===== config.mk =====
export PLATFORM = sky130hd
export DESIGN_NAME = gpio_img_loader
export DESIGN_NICKNAME = d
export VERILOG_FILES = /design/src/rtl/gpio_img_loader.sv
export SDC_FILE = /design/constraint.sdc
export NUM_CORES = 1
export LEC_CHECK = 0
export BUFFER_PORTS_ARGS = -buffer_cell sky130_fd_sc_hd__buf_2
export CORE_MARGIN = 10
export CORE_UTILIZATION = 50
export DETAILED_ROUTE_END_ITERATION = 7
export PLACE_DENSITY = 0.8
export SLEW_MARGIN = 20
export SYNTH_ARGS = -nofsm -noshare
export SYNTH_HDL_FRONTEND = slang
export SYNTH_SLANG_ARGS = --single-unit

===== constraint.sdc =====
create_clock -name CLK100MHZ -period 1.9 [get_ports CLK100MHZ]
set_input_delay 0.38 -clock CLK100MHZ [delete_from_list [all_inputs] [get_ports CLK100MHZ]]
set_output_delay 0.38 -clock CLK100MHZ [all_outputs]
set_load 0.02 [all_outputs]

===== src/rtl/gpio_img_loader.sv =====
// gpio_img_loader: decodes toggle-handshaked GPIO command words from the MCU
// and writes pixels into the N+2 line-memory banks through the shared write port.
module gpio_img_loader #(
  parameter int GPIO_D      = 32,
  parameter int N           = 2,
  parameter int NB_ADDRESS  = 10,
  parameter int BITS_IMAGEN = 11
) (
  input  logic                   CLK100MHZ,
  input  logic                   i_reset_n,
  input  logic [GPIO_D-1:0]      i_gpio_data,
  output logic [GPIO_D-1:0]      o_gpio_data,
  output logic [N+1:0]           o_we,
  output logic [NB_ADDRESS-1:0]  o_WAddr,
  output logic [BITS_IMAGEN-1:0] o_MemData,
  output logic                   o_done
);

  typedef enum logic {IDLE, EXEC} state_t;
  typedef enum logic [1:0] {
    OP_CLEAR    = 2'b00,
    OP_SET_BANK = 2'b01,
    OP_SET_ADDR = 2'b10,
    OP_WRITE    = 2'b11
  } op_t;

  logic [GPIO_D-1:0]     s1, s2;
  state_t                state, state_d;
  logic                  accept;
  op_t                   op;
  logic [10:0]           pl;
  logic                  req_prev;
  logic [1:0]            bank;
  logic [NB_ADDRESS-1:0] addr;
  logic                  ack, done, err;
  logic [N+1:0]          we_onehot;
  logic                  unused_bits;

  assign unused_bits = ^{s2[GPIO_D-1:27], s2[15:5], s2[1:0], pl[10]};

  always_ff @(posedge CLK100MHZ) begin
    s1 <= i_gpio_data;
    s2 <= s1;
  end

  always_ff @(posedge CLK100MHZ) begin
    if (!i_reset_n) state <= IDLE;
    else            state <= state_d;
  end

  always_comb begin
    state_d = state;
    accept  = 1'b0;
    case (state)
      IDLE: begin
        if (s2[2] != req_prev) begin
          accept  = 1'b1;
          state_d = EXEC;
        end
      end
      EXEC: state_d = IDLE;
    endcase
  end

  always_comb begin
    we_onehot = '0;
    for (int unsigned i = 0; i < N + 2; i++) begin
      we_onehot[i] = (bank == 2'(i));
    end
  end

  // The write strobe is launched from the synchronizer word at acceptance so
  // it is valid exactly during EXEC, using the bank/addr before this command.
  always_ff @(posedge CLK100MHZ) begin
    if (!i_reset_n) begin
      req_prev  <= s2[2];
      op        <= OP_CLEAR;
      pl        <= '0;
      bank      <= '0;
      addr      <= '0;
      ack       <= 1'b0;
      done      <= 1'b0;
      err       <= 1'b0;
      o_we      <= '0;
      o_WAddr   <= '0;
      o_MemData <= '0;
    end else begin
      o_we <= '0;
      if (accept) begin
        req_prev <= s2[2];
        op       <= op_t'(s2[4:3]);
        pl       <= s2[26:16];
        if (op_t'(s2[4:3]) == OP_WRITE) begin
          o_we      <= we_onehot;
          o_WAddr   <= addr;
          o_MemData <= s2[16 +: BITS_IMAGEN];
        end
      end
      if (state == EXEC) begin
        ack <= ~ack;
        case (op)
          OP_CLEAR: begin
            bank <= '0;
            addr <= '0;
            done <= 1'b0;
            err  <= 1'b0;
          end
          OP_SET_BANK: begin
            if ({30'd0, pl[1:0]} <= 32'(N + 1)) bank <= pl[1:0];
            else                                err  <= 1'b1;
          end
          OP_SET_ADDR: addr <= pl[NB_ADDRESS-1:0];
          OP_WRITE: begin
            if (addr == '1) begin
              addr <= '0;
              if (bank == 2'(N + 1)) begin
                bank <= '0;
                done <= 1'b1;
              end else begin
                bank <= bank + 2'd1;
              end
            end else begin
              addr <= addr + 1'b1;
            end
          end
        endcase
      end
    end
  end

  always_comb begin
    o_gpio_data                 = '0;
    o_gpio_data[0]              = ack;
    o_gpio_data[1]              = done;
    o_gpio_data[2]              = err;
    o_gpio_data[4:3]            = bank;
    o_gpio_data[5 +: NB_ADDRESS] = addr;
  end

  assign o_done = done;

endmodule


==> run_summary.xml <==
<?xml version="1.0" encoding="UTF-8"?>
<metrics>
  <group name="routing">
    <metric name="dr_total_vias" unit="">2152</metric>
    <metric name="drt-vias-per-instance" unit="">5.22</metric>
    <metric name="final_antenna_net_count" unit="">0</metric>
    <metric name="drcViolationCount" unit="">0</metric>
    <metric name="routedWlPerCell" unit="um">14.8</metric>
    <metric name="wirelength" unit="um">6120</metric>
    <metric name="drt_pre_antenna_iters" unit="">4</metric>
    <metric name="drt-initial-drc-count" unit="">137</metric>
  </group>
  <group name="setup_path">
    <metric name="startpoint_type" unit="">register</metric>
    <metric name="r2r_start" unit="">addr[1]$_SDFFE_PN0P_</metric>
    <metric name="cp-end-kind" unit="">register</metric>
    <metric name="worst-r2r-cell-count" unit="">5</metric>
    <metric name="critical_path_arrival" unit="ns">1.98</metric>
    <metric name="largest_fanout_of_any_net_on_the_critical_path" unit="">7</metric>
    <metric name="worst_flop_to_flop_path_endpoint" unit="">addr[3]$_SDFFE_PN0P_</metric>
    <metric name="criticalPathCategory" unit="">register to register</metric>
    <metric name="required_time_worst_endpoint" unit="ns">2.14</metric>
    <metric name="r2r_setup_slack" unit="ns">0.15</metric>
  </group>
  <group name="synth">
    <metric name="synth.largest_area_cell" unit="">sky130_fd_sc_hd__dfxtp_1</metric>
    <metric name="ys_dominant_reg_cell" unit="">sky130_fd_sc_hd__dfxtp_1</metric>
    <metric name="synth.area.top_cells" unit="">sky130_fd_sc_hd__dfxtp_1 (54%), sky130_fd_sc_hd__mux2i_1 (7.5%), sky130_fd_sc_hd__buf_4 (5.1%)</metric>
    <metric name="netlist-cell-type-count" unit="">44</metric>
    <metric name="synth_edf_count" unit="">1</metric>
    <metric name="synthArstFlopShare" unit="">0</metric>
    <metric name="synth_xor_area_frac" unit="">0.0178</metric>
    <metric name="synth_top_cell_area_share" unit="">0.542</metric>
    <metric name="synth_compound_gate_area_share" unit="">0.124</metric>
    <metric name="dominant_combinational_cell_family_by_area_after_synthesis" unit="">simple AND/OR/NAND/NOR gates</metric>
    <metric name="synth_sequential_area_ratio" unit="">0.552</metric>
    <metric name="synthCells" unit="">277</metric>
    <metric name="synthSimpleGateAreaFrac" unit="">0.125</metric>
    <metric name="mux_contribution_to_synthesized_area" unit="">0.0745</metric>
    <metric name="yosys_warnings" unit="">0</metric>
    <metric name="synth-seq-cells" unit="">81</metric>
    <metric name="share_of_synthesized_cell_area_in_full_adder_half_adder_and_majority_cells" unit="">0.0212</metric>
    <metric name="syn_area_per_cell" unit="sq um">10.7</metric>
    <metric name="synthesis.area" unit="sq um">2960</metric>
  </group>
  <group name="clock_network">
    <metric name="tritoncts_clock_tree" unit="">built</metric>
    <metric name="hold_buffers" unit="">0</metric>
    <metric name="clk_root_buffer_cell" unit="">sky130_fd_sc_hd__clkbuf_8</metric>
    <metric name="clock_sinks" unit="">81</metric>
    <metric name="insertion_delay_of_the_later_clocked_pin_in_the_worst_skew_pair" unit="ns">0.35</metric>
    <metric name="cts_max_level" unit="">3</metric>
    <metric name="cts_max_path_buffers" unit="">2</metric>
    <metric name="cts_post_setup_buffers_inserted" unit="">0</metric>
    <metric name="clock_pin_slew_on_the_worst_setup_and_hold_paths" unit="ns">0.08</metric>
    <metric name="cts_buffers" unit="">9</metric>
  </group>
  <group name="grt">
    <metric name="antenna_violations_before_repair" unit="">0</metric>
    <metric name="grt_remaining_overflow" unit="">0</metric>
    <metric name="grt_first_pass_wirelength" unit="um">10400</metric>
    <metric name="global_route.usage.total" unit="">0.133</metric>
    <metric name="grt_pass1_vias" unit="">2160</metric>
    <metric name="grt_max_degree" unit="">22</metric>
  </group>
  <group name="timing">
    <metric name="finalCriticalPeriod" unit="ns">1.75</metric>
    <metric name="finalSetupViolations" unit="">0</metric>
    <metric name="fin_worst_skew" unit="ns">0.0107</metric>
    <metric name="timing.final.crit_share" unit="">0.919</metric>
    <metric name="final-hold-violation-count" unit="">0</metric>
    <metric name="maxSlewViolCount" unit="">0</metric>
    <metric name="finalSetupTns" unit="ns">0</metric>
    <metric name="clock.fmax" unit="GHz">0.573</metric>
    <metric name="grt_setup_unrepaired" unit="">false</metric>
  </group>
  <group name="floorplanning">
    <metric name="die_h" unit="um">96.9</metric>
    <metric name="placeableCoreArea" unit="sq um">5610</metric>
    <metric name="boundaryPins" unit="">92</metric>
    <metric name="floorplan.initialDensity" unit="">0.527</metric>
    <metric name="die-area" unit="sq um">9390</metric>
    <metric name="dieWidth" unit="um">96.9</metric>
    <metric name="row_cnt" unit="">27</metric>
  </group>
  <group name="final_layout">
    <metric name="final_layout_size_suffix_gt1_frac" unit="">0.262</metric>
    <metric name="multi_input_comb_area" unit="sq um">1140</metric>
    <metric name="fillCellCount" unit="">486</metric>
    <metric name="final_cell_count_no_fill" unit="">412</metric>
    <metric name="top_library_cells_by_usage_in_the_layout_fill_and_taps_aside" unit="">sky130_fd_sc_hd__dfxtp_1 (80), sky130_fd_sc_hd__buf_2 (55), sky130_fd_sc_hd__nor2_1 (25)</metric>
    <metric name="number_of_nets_in_the_layout" unit="">374</metric>
    <metric name="syn_to_final_growth" unit="%">16.9</metric>
    <metric name="layout.cells.most_common" unit="">sky130_fd_sc_hd__dfxtp_1</metric>
    <metric name="antenna-diode-count" unit="">0</metric>
    <metric name="regArea" unit="sq um">1630</metric>
  </group>
  <group name="pwr">
    <metric name="p_leak" unit="nW">1.48</metric>
    <metric name="vdd_ir_drop_max" unit="V">0.000719</metric>
    <metric name="power.net_switching" unit="mW">0.837</metric>
    <metric name="cell_internal_pwr" unit="mW">2.49</metric>
    <metric name="seq_power_share" unit="">0.552</metric>
    <metric name="proportion_of_total_power_due_to_net_switching" unit="">0.251</metric>
    <metric name="p_clk_frac" unit="">0.367</metric>
    <metric name="comb_power_share" unit="">0.081</metric>
    <metric name="cellPowerDensity" unit="nW/um^2">964</metric>
  </group>
  <group name="place">
    <metric name="routabilityCongestion" unit="">0.858</metric>
    <metric name="dp_cells" unit="">396</metric>
    <metric name="io_buffer_count" unit="">55</metric>
    <metric name="dpl.hpwl" unit="um">4560</metric>
  </group>
  <group name="min_path">
    <metric name="hold_path_startpoint" unit="">i_gpio_data[2]</metric>
    <metric name="worstHoldEndpoint" unit="">s1[2]$_DFF_P_</metric>
    <metric name="min_delay_path_depth" unit="">1</metric>
    <metric name="hold_path.class" unit="">input pin to register</metric>
  </group>
  <group name="job">
    <metric name="drv_cap" unit="">0</metric>
  </group>
  <group name="outcome">
    <metric name="status" unit="">completed</metric>
  </group>
</metrics>
==> worst max path at each step <==
stage,startpoint,endpoint,slack (ns),cells past startpoint
2_1_floorplan,addr[0]$_SDFFE_PN0P_,bank[1]$_SDFFE_PN0P_,0.19,6
3_3_place_gp,addr[1]$_SDFFE_PN0P_,addr[4]$_SDFFE_PN0P_,0.17,5
3_5_place_dp,addr[1]$_SDFFE_PN0P_,addr[3]$_SDFFE_PN0P_,0.12,5
4_1_cts,addr[1]$_SDFFE_PN0P_,addr[3]$_SDFFE_PN0P_,0.1,5
5_1_grt,addr[1]$_SDFFE_PN0P_,addr[3]$_SDFFE_PN0P_,0.02,5
6_report,addr[1]$_SDFFE_PN0P_,addr[3]$_SDFFE_PN0P_,0.15,5
==> sequential cells by signal, indices dropped and copies added (netlist names) <==
signal	flops
op	2
pl	10
s1	14
bank	2
ack	1
req_prev	1
state	1
o_done	1
addr	10
o_WAddr	10
o_we	4
o_MemData	11
s2	14
==> cell families (layout without fill, tap and decap cells) <==
| logic type | after synthesis | in the layout |
|---|---|---|
| flip-flops | 81 | 81 |
| AO/OA/AOI/OAI | 49 | 49 |
| XOR/XNOR | 6 | 6 |
| multiplexers | 22 | 22 |
| adder cells (fa/ha/maj) | 5 | 5 |
| other | 1 | 18 |
| buffers and inverters | 42 | 88 |
| AND/OR/NAND/NOR | 71 | 71 |
==> final cells by class <==
cell class                      count  share of cell area
Timing Repair Buffer               66               0.107
Clock inverter                      6              0.0199
Multi-Input combinational cell    171               0.331
Clock buffer                       10              0.0369
Inverter                            6             0.00652
Sequential cell                    81               0.472
Tap cell                           72              0.0261
==> per-layer routing <==
layer | routed length (um) | vias to the layer above | global-route usage
li1 | - | 1061 | -
met1 | 2540 | 996 | 0.152
met2 | 2850 | 89 | 0.202
met3 | 658 | 6 | 0.0653
met4 | 74 | 0 | 0.0620
met5 | 0 | - | 0
==> per-stage QoR <==
stage	utilization	setup WS (ns)	total power [mW]	cell area, sq um	hold slack, ns
floorplan	-	0.190	2.09	3020	0.310
global placement	0.581	0.172	2.14	3260	0.310
detailed placement	0.581	0.121	2.15	3260	0.312
CTS	0.616	0.0972	3.37	3450	0.107
global route	0.616	0.0194	3.48	3460	0.101
finish	0.616	0.154	3.33	3460	0.119
==> cells in the mapped netlist, drive strengths merged (3+ instances only) <==
master and number:
o21ai 3, a22o 13, nand2b 3, nor2 26
nor3 8, ha 5, inv 5, buf 27
a31oi 4, a22oi 3, clkbuf 9, and4 5
nand3 7, mux2i 22, nand2 11, a32oi 4
xnor2 5, nor2b 3, dfxtp 80, a21oi 10
==> repair_timing <==
item | CTS | global route
setup endpoints to repair | 0 | 2
resized for setup | 0 | 1
hold endpoints to repair | 0 | 0
==> worst max-delay path, stage by stage (launching register included) <==
cell and delay (ns):
sky130_fd_sc_hd__dfxtp_1 0.42, sky130_fd_sc_hd__ha_1 0.24, sky130_fd_sc_hd__and4_2 0.36, sky130_fd_sc_hd__a31oi_1 0.18, sky130_fd_sc_hd__a222oi_1 0.34, sky130_fd_sc_hd__nor3_1 0.09
==> power by group through the flow <==
stage	Clock, mW	Combinational (mW)	Sequential, mW
6_report	1.22	0.270	1.84
5_1_grt	1.33	0.298	1.85
4_1_cts	1.26	0.270	1.84
3_5_place_dp	0	0.269	1.88
3_3_place_gp	0	0.262	1.87
2_1_floorplan	0	0.223	1.86
(Power assumes the default switching activity.)
